--- src/rtl/cdb_arbiter_if.sv ---
// Common-data-bus arbiter interface.
//
// Purpose: bundles the functional-unit result inputs and the CDB broadcast
// outputs of cdb_arbiter into one port.
//
// Signals:
//   fu_finish  [N_FU]         1-cycle result-valid pulse per FU
//   fu_data    [N_FU*DATA_W]  FU results, FU i at [i*DATA_W +: DATA_W]
//   fu_tag     [N_FU*TAG_W]   destination RS tags, same packing
//   fu_pc      [N_FU*PC_W]    instruction PCs, same packing
//   fu_busy    [N_FU]         holding buffer i has an unbroadcast result
//   cdb_valid                 broadcast valid this cycle
//   cdb_rs_num [TAG_W]        broadcast RS tag (0 when idle)
//   cdb_data   [DATA_W]       broadcast value (0 when idle)
//   cdb_pc     [PC_W]         broadcast PC (0 when idle)
//   cdb_grant  [N_FU]         one-hot source of the current broadcast
//   ovf_err                   sticky: a result was dropped
//
// Modports: master = core / FU side, slave = arbiter side.

interface cdb_arbiter_if #(
    parameter int N_FU   = 5,
    parameter int DATA_W = 32,
    parameter int TAG_W  = 8,
    parameter int PC_W   = 32
);
    logic [N_FU-1:0]        fu_finish;
    logic [N_FU*DATA_W-1:0] fu_data;
    logic [N_FU*TAG_W-1:0]  fu_tag;
    logic [N_FU*PC_W-1:0]   fu_pc;
    logic [N_FU-1:0]        fu_busy;
    logic                   cdb_valid;
    logic [TAG_W-1:0]       cdb_rs_num;
    logic [DATA_W-1:0]      cdb_data;
    logic [PC_W-1:0]        cdb_pc;
    logic [N_FU-1:0]        cdb_grant;
    logic                   ovf_err;

    modport master (
        output fu_finish, fu_data, fu_tag, fu_pc,
        input  fu_busy, cdb_valid, cdb_rs_num, cdb_data, cdb_pc, cdb_grant, ovf_err
    );

    modport slave (
        input  fu_finish, fu_data, fu_tag, fu_pc,
        output fu_busy, cdb_valid, cdb_rs_num, cdb_data, cdb_pc, cdb_grant, ovf_err
    );
endinterface

--- src/rtl/cdb_arbiter.sv ---
// Common data bus arbiter for the Tomasulo core.
//
// Purpose: captures each functional unit's result / RS tag / PC into a
// per-FU holding buffer, picks one buffered result per cycle and broadcasts
// it (registered) on the CDB. fu_busy tells the core which FUs still hold an
// unbroadcast result.
//
// Ports:
//   clk   core clock, all state on the rising edge
//   rst   asynchronous active-low reset (0 = reset)
//   bus   cdb_arbiter_if.slave (FU inputs, CDB outputs, fu_busy, ovf_err)
//
// Build option:
//   CDB_RR_EN  defined   -> round-robin arbitration starting at a rotating
//                           pointer, pointer moves past each winner
//              undefined -> fixed priority, lowest FU index wins
//
// Latency: finish sampled at edge k -> broadcast visible after edge k+1.

module cdb_arbiter #(
    parameter int N_FU   = 5,
    parameter int DATA_W = 32,
    parameter int TAG_W  = 8,
    parameter int PC_W   = 32
) (
    input  logic          clk,
    input  logic          rst,
    cdb_arbiter_if.slave  bus
);

    localparam int IDX_W = (N_FU > 1) ? $clog2(N_FU) : 1;

    logic [N_FU-1:0]   pending_q, pending_d;
    logic [DATA_W-1:0] data_q [N_FU];
    logic [DATA_W-1:0] data_d [N_FU];
    logic [TAG_W-1:0]  tag_q  [N_FU];
    logic [TAG_W-1:0]  tag_d  [N_FU];
    logic [PC_W-1:0]   pc_q   [N_FU];
    logic [PC_W-1:0]   pc_d   [N_FU];
    logic              ovf_q, ovf_d;

    logic              cdb_valid_q, cdb_valid_d;
    logic [N_FU-1:0]   cdb_grant_q, cdb_grant_d;
    logic [TAG_W-1:0]  cdb_rs_num_q, cdb_rs_num_d;
    logic [DATA_W-1:0] cdb_data_q, cdb_data_d;
    logic [PC_W-1:0]   cdb_pc_q, cdb_pc_d;

    logic              win_valid;
    logic [IDX_W-1:0]  win_idx;
    logic [N_FU-1:0]   grant;

`ifdef CDB_RR_EN
    localparam logic [IDX_W:0]   N_FU_W = (IDX_W+1)'(N_FU);
    localparam logic [IDX_W-1:0] LAST_IDX = IDX_W'(N_FU - 1);

    logic [IDX_W-1:0] ptr_q, ptr_d;

    // Scan pending[] starting at ptr, wrapping past the last FU.
    always_comb begin
        logic [IDX_W:0]   sum;
        logic [IDX_W-1:0] cand;
        win_valid = 1'b0;
        win_idx   = '0;
        sum       = '0;
        cand      = '0;
        for (int k = 0; k < N_FU; k++) begin
            sum = {1'b0, ptr_q} + (IDX_W+1)'(k);
            if (sum >= N_FU_W) begin
                sum = sum - N_FU_W;
            end
            cand = sum[IDX_W-1:0];
            if (!win_valid && pending_q[cand]) begin
                win_valid = 1'b1;
                win_idx   = cand;
            end
        end
    end

    always_comb begin
        ptr_d = ptr_q;
        if (win_valid) begin
            ptr_d = (win_idx == LAST_IDX) ? '0 : win_idx + 1'b1;
        end
    end

    always_ff @(posedge clk or negedge rst) begin
        if (!rst) begin
            ptr_q <= '0;
        end else begin
            ptr_q <= ptr_d;
        end
    end
`else
    // Fixed priority: lowest pending index wins.
    always_comb begin
        win_valid = 1'b0;
        win_idx   = '0;
        for (int k = 0; k < N_FU; k++) begin
            if (!win_valid && pending_q[k]) begin
                win_valid = 1'b1;
                win_idx   = IDX_W'(k);
            end
        end
    end
`endif

    always_comb begin
        grant = '0;
        for (int i = 0; i < N_FU; i++) begin
            grant[i] = win_valid && (win_idx == IDX_W'(i));
        end
    end

    // Buffer update. A buffer being granted this edge frees up in time to
    // accept a new result on the same edge, so pending stays set.
    always_comb begin
        pending_d = pending_q;
        ovf_d     = ovf_q;
        for (int i = 0; i < N_FU; i++) begin
            data_d[i] = data_q[i];
            tag_d[i]  = tag_q[i];
            pc_d[i]   = pc_q[i];
            if (grant[i]) begin
                pending_d[i] = 1'b0;
            end
            if (bus.fu_finish[i]) begin
                if (!pending_q[i] || grant[i]) begin
                    pending_d[i] = 1'b1;
                    data_d[i]    = bus.fu_data[i*DATA_W +: DATA_W];
                    tag_d[i]     = bus.fu_tag[i*TAG_W +: TAG_W];
                    pc_d[i]      = bus.fu_pc[i*PC_W +: PC_W];
                end else begin
                    ovf_d = 1'b1;
                end
            end
        end
    end

    always_comb begin
        cdb_valid_d  = win_valid;
        cdb_grant_d  = grant;
        cdb_rs_num_d = '0;
        cdb_data_d   = '0;
        cdb_pc_d     = '0;
        if (win_valid) begin
            cdb_rs_num_d = tag_q[win_idx];
            cdb_data_d   = data_q[win_idx];
            cdb_pc_d     = pc_q[win_idx];
        end
    end

    always_ff @(posedge clk or negedge rst) begin
        if (!rst) begin
            pending_q    <= '0;
            ovf_q        <= 1'b0;
            cdb_valid_q  <= 1'b0;
            cdb_grant_q  <= '0;
            cdb_rs_num_q <= '0;
            cdb_data_q   <= '0;
            cdb_pc_q     <= '0;
            for (int i = 0; i < N_FU; i++) begin
                data_q[i] <= '0;
                tag_q[i]  <= '0;
                pc_q[i]   <= '0;
            end
        end else begin
            pending_q    <= pending_d;
            ovf_q        <= ovf_d;
            cdb_valid_q  <= cdb_valid_d;
            cdb_grant_q  <= cdb_grant_d;
            cdb_rs_num_q <= cdb_rs_num_d;
            cdb_data_q   <= cdb_data_d;
            cdb_pc_q     <= cdb_pc_d;
            for (int i = 0; i < N_FU; i++) begin
                data_q[i] <= data_d[i];
                tag_q[i]  <= tag_d[i];
                pc_q[i]   <= pc_d[i];
            end
        end
    end

    assign bus.fu_busy    = pending_q;
    assign bus.cdb_valid  = cdb_valid_q;
    assign bus.cdb_grant  = cdb_grant_q;
    assign bus.cdb_rs_num = cdb_rs_num_q;
    assign bus.cdb_data   = cdb_data_q;
    assign bus.cdb_pc     = cdb_pc_q;
    assign bus.ovf_err    = ovf_q;

endmodule

--- src/flat_wrapper.sv ---
// flat-port wrapper written by rule: the top's interface ports become plain ports
module cdb_arbiter_flat 
#(
    parameter int N_FU   = 5,
    parameter int DATA_W = 32,
    parameter int TAG_W  = 8,
    parameter int PC_W   = 32
)
  (clk, rst, bus_fu_finish, bus_fu_data, bus_fu_tag, bus_fu_pc, bus_fu_busy, bus_cdb_valid, bus_cdb_rs_num, bus_cdb_data, bus_cdb_pc, bus_cdb_grant, bus_ovf_err);
  cdb_arbiter_if #(.N_FU(N_FU), .DATA_W(DATA_W), .TAG_W(TAG_W), .PC_W(PC_W)) bus_i ();
  input  logic clk;
  input  logic rst;
  input wire logic [$bits(bus_i.fu_finish)-1:0] bus_fu_finish;
  input wire logic [$bits(bus_i.fu_data)-1:0] bus_fu_data;
  input wire logic [$bits(bus_i.fu_tag)-1:0] bus_fu_tag;
  input wire logic [$bits(bus_i.fu_pc)-1:0] bus_fu_pc;
  output wire logic [$bits(bus_i.fu_busy)-1:0] bus_fu_busy;
  output wire logic [$bits(bus_i.cdb_valid)-1:0] bus_cdb_valid;
  output wire logic [$bits(bus_i.cdb_rs_num)-1:0] bus_cdb_rs_num;
  output wire logic [$bits(bus_i.cdb_data)-1:0] bus_cdb_data;
  output wire logic [$bits(bus_i.cdb_pc)-1:0] bus_cdb_pc;
  output wire logic [$bits(bus_i.cdb_grant)-1:0] bus_cdb_grant;
  output wire logic [$bits(bus_i.ovf_err)-1:0] bus_ovf_err;
  assign bus_i.fu_finish = bus_fu_finish;
  assign bus_i.fu_data = bus_fu_data;
  assign bus_i.fu_tag = bus_fu_tag;
  assign bus_i.fu_pc = bus_fu_pc;
  assign bus_fu_busy = bus_i.fu_busy;
  assign bus_cdb_valid = bus_i.cdb_valid;
  assign bus_cdb_rs_num = bus_i.cdb_rs_num;
  assign bus_cdb_data = bus_i.cdb_data;
  assign bus_cdb_pc = bus_i.cdb_pc;
  assign bus_cdb_grant = bus_i.cdb_grant;
  assign bus_ovf_err = bus_i.ovf_err;
  cdb_arbiter #(.N_FU(N_FU), .DATA_W(DATA_W), .TAG_W(TAG_W), .PC_W(PC_W)) u_core (.clk(clk), .rst(rst), .bus(bus_i));
endmodule
--- config.mk ---
export PLATFORM = sky130hd
export DESIGN_NAME = cdb_arbiter_flat
export DESIGN_NICKNAME = d
export VERILOG_FILES = /design/src/rtl/cdb_arbiter_if.sv /design/src/rtl/cdb_arbiter.sv /design/src/flat_wrapper.sv
export SDC_FILE = /design/constraint.sdc
export NUM_CORES = 1
export LEC_CHECK = 0
export ABC_AREA = 1
export ABC_CLOCK_PERIOD_IN_PS = 1900
export CAP_MARGIN = 10
export CORE_MARGIN = 8
export CORE_UTILIZATION = 40
export DETAILED_ROUTE_END_ITERATION = 8
export GPL_TIMING_DRIVEN = 1
export PLACE_DENSITY_LB_ADDON = 0.12
export SYNTH_ARGS = -nofsm -noshare
export SYNTH_HDL_FRONTEND = slang
export SYNTH_SLANG_ARGS = --single-unit
--- constraint.sdc ---
create_clock -name clk -period 1.9 [get_ports clk]
set_clock_uncertainty 0.1 [all_clocks]
set_input_delay 0.475 -clock clk [delete_from_list [all_inputs] [get_ports clk]]
set_output_delay 0.475 -clock clk [all_outputs]
set_load 0.02 [all_outputs]
==> reports/metrics.cfg, run 1 <==
[clock_tree]
cts_sinks=444
h-tree-depth=2
root_buffer=clkbuf_16
cts_buffers=50
clk_latency_ns=0.59
clk_pin_slew_ns=0.06
tritoncts=built
cts_buffer_depth=3

[synthesis]
synth_compound_area_frac=0.0711
synthTopCellsByCount=521 x nand2_1, 444 x dfrtp_1, 373 x inv_1
yosys.area.top_type=dfrtp_1
synth_top_family_by_area=simple AND/OR/NAND/NOR gates
synth_mux_area_frac=0.0393
ys_async_sr_fraction=1.00
synth-xor-area-share=0
synth_top_area_frac=0.539
yosysSeqAreaShare=0.539
syn_inst=2458
synth-edff-count=0
synth_most_common_cell=nand2_1
synth-simple-area-share=0.246
synth_seq_cells=444
syn_avg_cell_area_um2=8.38
syn_area_um2=20600
synth_flop_cell=dfrtp_1
synthTopCellsByArea=dfrtp_1 54%, nand2_1 9.5%, nand3_1 7.0%
synth_nets=2825
yosysWarnings=0
synth_cell_types=20
synth_adder_area_share=0

[placement]
placement.io_buffers=450
dp.cells=3505
post_dp_cell_area_um2=26500
globalplace.congestion=0.893
dp_hpwl_um=49500

[grt]
use_met1=0.296
gr-usage-all-layers=0.229
grt_pass1_vias=18600
grt_max_degree=87
grt-ovfl-total=0
gr-usage-met3=0.0466
antenna_found_initial=8
grt_use_met2=0.380
grt-busiest-layer=met2
grt_pass1_wl_um=107000

[setup_path]
crit_path_top_delay_cell=dfrtp_1
cp-start-kind=flop
crit_fanout=39
criticalPathCategory=reg -> reg
endpoint_kind=flop
slowest_delay_ns=0.42
path_cells=buf_6 -> buf_4 -> o21ai_1 -> nand2_4 -> buf_12 -> mux2_2
worstPathArrival_ns=2.25
required_ns=2.26

[die]
floorplan.initialDensity=0.403
die_h_um=243
fp-row-count=83
io_pins=451
chipWidth_um=243
core_area_um2=51100
die_area_um2=59000

[sta]
fin_crit_ns=1.88
finalCritPeriodShare=0.991
fmax_ghz=0.531
rsz0062_at_grt=yes
finalSetupViolations=0
slew_headroom=0.630
slew_viol_final=0
worst_pin_slew_ns=0.555
hold_ws_ns=0.0848
setup_tns_ns=0
hold_viol=0

[pwr]
p_per_area_nw_per_um2=916
ir_drop_mv=0.643
power_leakage_nw=14.0

[routing]
drc_errors=0
drt-total-wl_um=71000
drt_first_pass_iters=7
viasPerCell=4.99
postRouteAntennaNets=0
dr.first_iter.drc_count=1250
num_vias=18000
routedWlPerCell_um=19.7

[finish]
fin_cells=3612
fin_util=0.554
syn2layout_area_growth_pct=37.4
drive_gt1_frac=0.100
final_nets=3257
fillerInstances=4735
stdcell_area_um2=28300

[status]
outcome=complete, no violations

[worst_hold_path]
hold_class=in -> reg

[flow_run]
maxCapViolations=0

per-stage QoR:
step                      setup WS (ns)  total power, W
after floorplan                   0.189          0.0140
after global placement          -0.0804          0.0165
after detailed placement        -0.0990          0.0166
after CTS                        -0.191          0.0261
after global routing            -0.0252          0.0271
final                            0.0174          0.0259
report_power, final:
| group | internal [W] | switching [W] | leakage, nW |
|---|---|---|---|
| Clock | 0.00562 | 0.00393 | 0.787 |
| Combinational | 0.00231 | 0.00260 | 7.99 |
| Sequential | 0.0109 | 0.000518 | 5.22 |
| Total | 0.0189 | 0.00706 | 14.0 |
per-layer routing:
metal / wire [um] / vias up
met5: 41 / -
met4: 2270 / 6
met3: 3980 / 129
met2: 33800 / 488
met1: 30900 / 8824
li1: - / 8578
flip-flops by register name (all words and copies together), names as in the netlist:
signal                 flops
u_core.data_q            160
u_core.pc_q              160
u_core.tag_q              40
u_core.bus.cdb_data       32
u_core.bus.cdb_pc         32
u_core.bus.cdb_rs_num      8
u_core.bus.cdb_grant       5
u_core.bus.fu_busy         5
u_core.bus.cdb_valid       1
u_core.bus.ovf_err         1
cell type report:
cell class              instances  area, um2  area share
diodes                          5       12.5    0.000442
flip-flops and latches        444      11100       0.393
clock inverters                11        115     0.00407
clock buffers                  78       1490      0.0525
inverters                     374       1400      0.0496
well taps                     680        851      0.0301
repair buffers                550       5870       0.207
multi-input cells            1470       7460       0.263
path summary, 6_finish.rpt:
path                                             from                 endpoint  slack, ns  depth (start not counted)
worst max register to register  u_core.bus.fu_busy[1]        u_core.data_q[77]       0.02                          6
worst max-delay path            u_core.bus.fu_busy[1]        u_core.data_q[77]       0.02                          6
worst min register to register       u_core.data_q[5]         u_core.data_q[5]       0.37                          2
max in group asynchronous                         rst        u_core.data_q[75]       0.63                          3
min in group asynchronous                         rst  u_core.bus.cdb_grant[2]       0.30                          2
worst min-delay path                 bus_fu_finish[0]    u_core.bus.fu_busy[0]       0.08                          1
timing repair:
item	CTS	global route
buffers inserted	2	5
pin swaps	0	4
endpoints found under the hold margin	26	0
gates cloned	0	5
setup endpoints to repair	84	177
gates resized for setup	161	18
hold buffers	1	0
logic make-up (layout without fill, tap and decap cells):
family / count (synthesis) / in the layout
AND/OR/NAND/NOR: 1106 / 1106
other: 0 / 5
AO/OA/AOI/OAI: 292 / 292
flip-flops: 444 / 444
multiplexers: 72 / 72
buffers and inverters: 544 / 1013
worst max-delay path, delay by kind of cell, from the launching register on:
kind                   cells  cell delay (ns)
AOI/OAI and AO/OA          1             0.28
buffers and inverters      3             0.48
DFF                        1             0.42
muxes                      1             0.32
and+or+nand+nor            1             0.11
cell usage in the layout, fill, tap and decap left out, types with 48 or more instances in the layout:
master             n
o21ai_0           73
mux2_2            72
clkbuf_16         56
a21oi_1          214
dfrtp_1          441
buf_4             48
inv_1            373
clkdlybuf4s50_1  363
nand3_1          290
nand2_1          514
nor2_1           144
nand3b_1         144
(Power assumes the default switching activity.)
==> run 2: changes to the inputs <==
--- a/config.mk
+++ b/config.mk
@@ -13,6 +13,7 @@
 export DETAILED_ROUTE_END_ITERATION = 8
 export GPL_TIMING_DRIVEN = 1
 export PLACE_DENSITY_LB_ADDON = 0.12
+export RECOVER_POWER = 25
 export SYNTH_ARGS = -nofsm -noshare
 export SYNTH_HDL_FRONTEND = slang
 export SYNTH_SLANG_ARGS = --single-unit
==> reports/metrics.cfg, run 2 (synthesis gave the netlist of run 1 again) <==
[finish]
final_nets=3257  ; unchanged
syn2layout_area_growth_pct=37.4  ; about the same
drive_gt1_frac=0.0998  ; -0.000342
final_cell_mix=514 x nand2_1, 441 x dfrtp_1, 373 x inv_1
multi_input_area_um2=7460  ; unchanged
fillerInstances=4735  ; unchanged
fin_util=0.554  ; about the same
final_common_cell=nand2_1
top_regs=u_core.data_q (160), u_core.pc_q (160), u_core.tag_q (40)
seq_area_um2=11100  ; unchanged

[flow_run]
maxCapViolations=0  ; unchanged

[pwr]
finalPower_w=0.0259  ; about the same
p_per_area_nw_per_um2=916  ; about the same
power_leakage_nw=14.0  ; about the same
ir_drop_mv=0.643  ; unchanged

[routing]
num_vias=18000  ; +0.055%
drc_errors=0  ; unchanged
dr.first_iter.drc_count=1250  ; unchanged
viasPerCell=4.99  ; about the same
drt-total-wl_um=71000  ; about the same
drt_first_pass_iters=7  ; unchanged
routedWlPerCell_um=19.7  ; about the same
postRouteAntennaNets=0  ; unchanged

[grt]
grt-ovfl-total=0  ; unchanged
grt_use_met2=0.380  ; unchanged
gr-usage-all-layers=0.229  ; unchanged
grt-busiest-layer=met2
grt_pass1_vias=18600  ; unchanged
grt_max_degree=87  ; unchanged
use_met1=0.296  ; unchanged
antenna_found_initial=8  ; unchanged
gr-usage-met3=0.0466  ; unchanged
grt_pass1_wl_um=107000  ; unchanged

[sta]
hold_viol=0  ; unchanged
fmax_ghz=0.531  ; about the same
finalCritPeriodShare=0.991  ; about the same
worst_pin_slew_ns=1.21  ; +0.655 ns
slew_viol_final=0  ; unchanged
finalSetupViolations=0  ; unchanged
timing.final.ws_setup_ns=0.0174  ; +0.0000300 ns
slew_headroom=0.193  ; -0.437
rsz0062_at_grt=yes
setup_tns_ns=0  ; unchanged
fin_crit_ns=1.88  ; -0.0000300 ns
hold_ws_ns=0.202  ; +0.118 ns

[status]
outcome=complete, no violations

[worst_hold_path]
hold_class=in -> reg

[clock_tree]
tritoncts=built
cts_buffers=50  ; unchanged
h-tree-depth=2  ; unchanged
clk_latency_ns=0.59  ; about the same
clk_pin_slew_ns=0.06  ; about the same
root_buffer=clkbuf_16
cts_buffer_depth=3  ; unchanged
cts_sinks=444  ; unchanged

[die]
floorplan.initialDensity=0.403  ; unchanged
die_area_um2=59000  ; unchanged
die_h_um=243  ; unchanged
core_area_um2=51100  ; unchanged
fp-row-count=83  ; unchanged
io_pins=451  ; unchanged
chipWidth_um=243  ; unchanged

[setup_path]
path_cells=buf_6 -> buf_4 -> o21ai_1 -> nand2_4 -> buf_12 -> mux2_2
cp_num_buf_inv=3  ; unchanged
cp-start-kind=flop
crit_path_top_delay_cell=dfrtp_1
required_ns=2.26  ; about the same
cp_top_family=buffers and inverters
worstPathArrival_ns=2.25  ; about the same
crit_fanout=39  ; unchanged
slowest_delay_ns=0.42  ; about the same
criticalPathCategory=reg -> reg
endpoint_kind=flop

[placement]
dp_hpwl_um=49500  ; unchanged
globalplace.congestion=0.893  ; unchanged
placement.io_buffers=450  ; unchanged
pre_cts_slack_ns=-0.0990  ; unchanged

run 2: per-stage QoR:
| stage | cell area, um2 | std cells |
|---|---|---|
| floorplan | 20600 | 2458 |
| global placement | 26500 | 3505 |
| detailed placement | 26500 | 3505 |
| CTS | 28100 | 3597 |
| global route | 28300 | 3611 |
| finish | 28300 | 3612 |
run 2: worst paths after layout:
kind / startpoint / endpoint / slack, ns / depth (start not counted)
worst max-delay path: u_core.bus.fu_busy[1] / u_core.data_q[77] / 0.02 / 6
worst min-delay path: bus_fu_finish[4] / u_core.bus.fu_busy[4] / 0.20 / 3
worst max register to register: u_core.bus.fu_busy[1] / u_core.data_q[77] / 0.02 / 6
worst min register to register: u_core.data_q[5] / u_core.data_q[5] / 0.37 / 2
max in group asynchronous: rst / u_core.data_q[75] / 0.63 / 3
min in group asynchronous: rst / u_core.bus.cdb_grant[2] / 0.30 / 2
run 2: tightest hold or removal path: stages:
cell     delay, ns
buf_4         0.22
inv_1         0.10
nand2_1       0.06
run 2: layout make-up:
cell class	count	area share
multi-input cells	1470	0.263
clock buffers	78	0.0526
inverters	374	0.0496
flip-flops and latches	444	0.393
diodes	5	0.000442
repair buffers	550	0.207
well taps	680	0.0301
clock inverters	11	0.00407
run 2: timing repair:
action                                  in CTS  in global routing
endpoints found under the setup margin      84                177
gates resized for setup                    161                 18
cloned                                       0                  5
pin swaps                                    0                  4
buffers inserted                             2                  5
hold buffers                                 1                  0
hold endpoints to repair                    26                  0
run 2: layer usage:
| layer | vias to the layer above | part of all wire |
|---|---|---|
| met5 | - | 0.00058 |
| met4 | 6 | 0.032 |
| met3 | 129 | 0.056 |
| met2 | 492 | 0.48 |
| met1 | 8830 | 0.43 |
| li1 | 8578 | - |
run 2: report_power, final:
part / switching (W) / internal, W / total [W]
sequential: 0.000518 / 0.0109 / 0.0115
clock: 0.00393 / 0.00562 / 0.00955
combinational: 0.00260 / 0.00231 / 0.00492
total: 0.00705 / 0.0189 / 0.0259
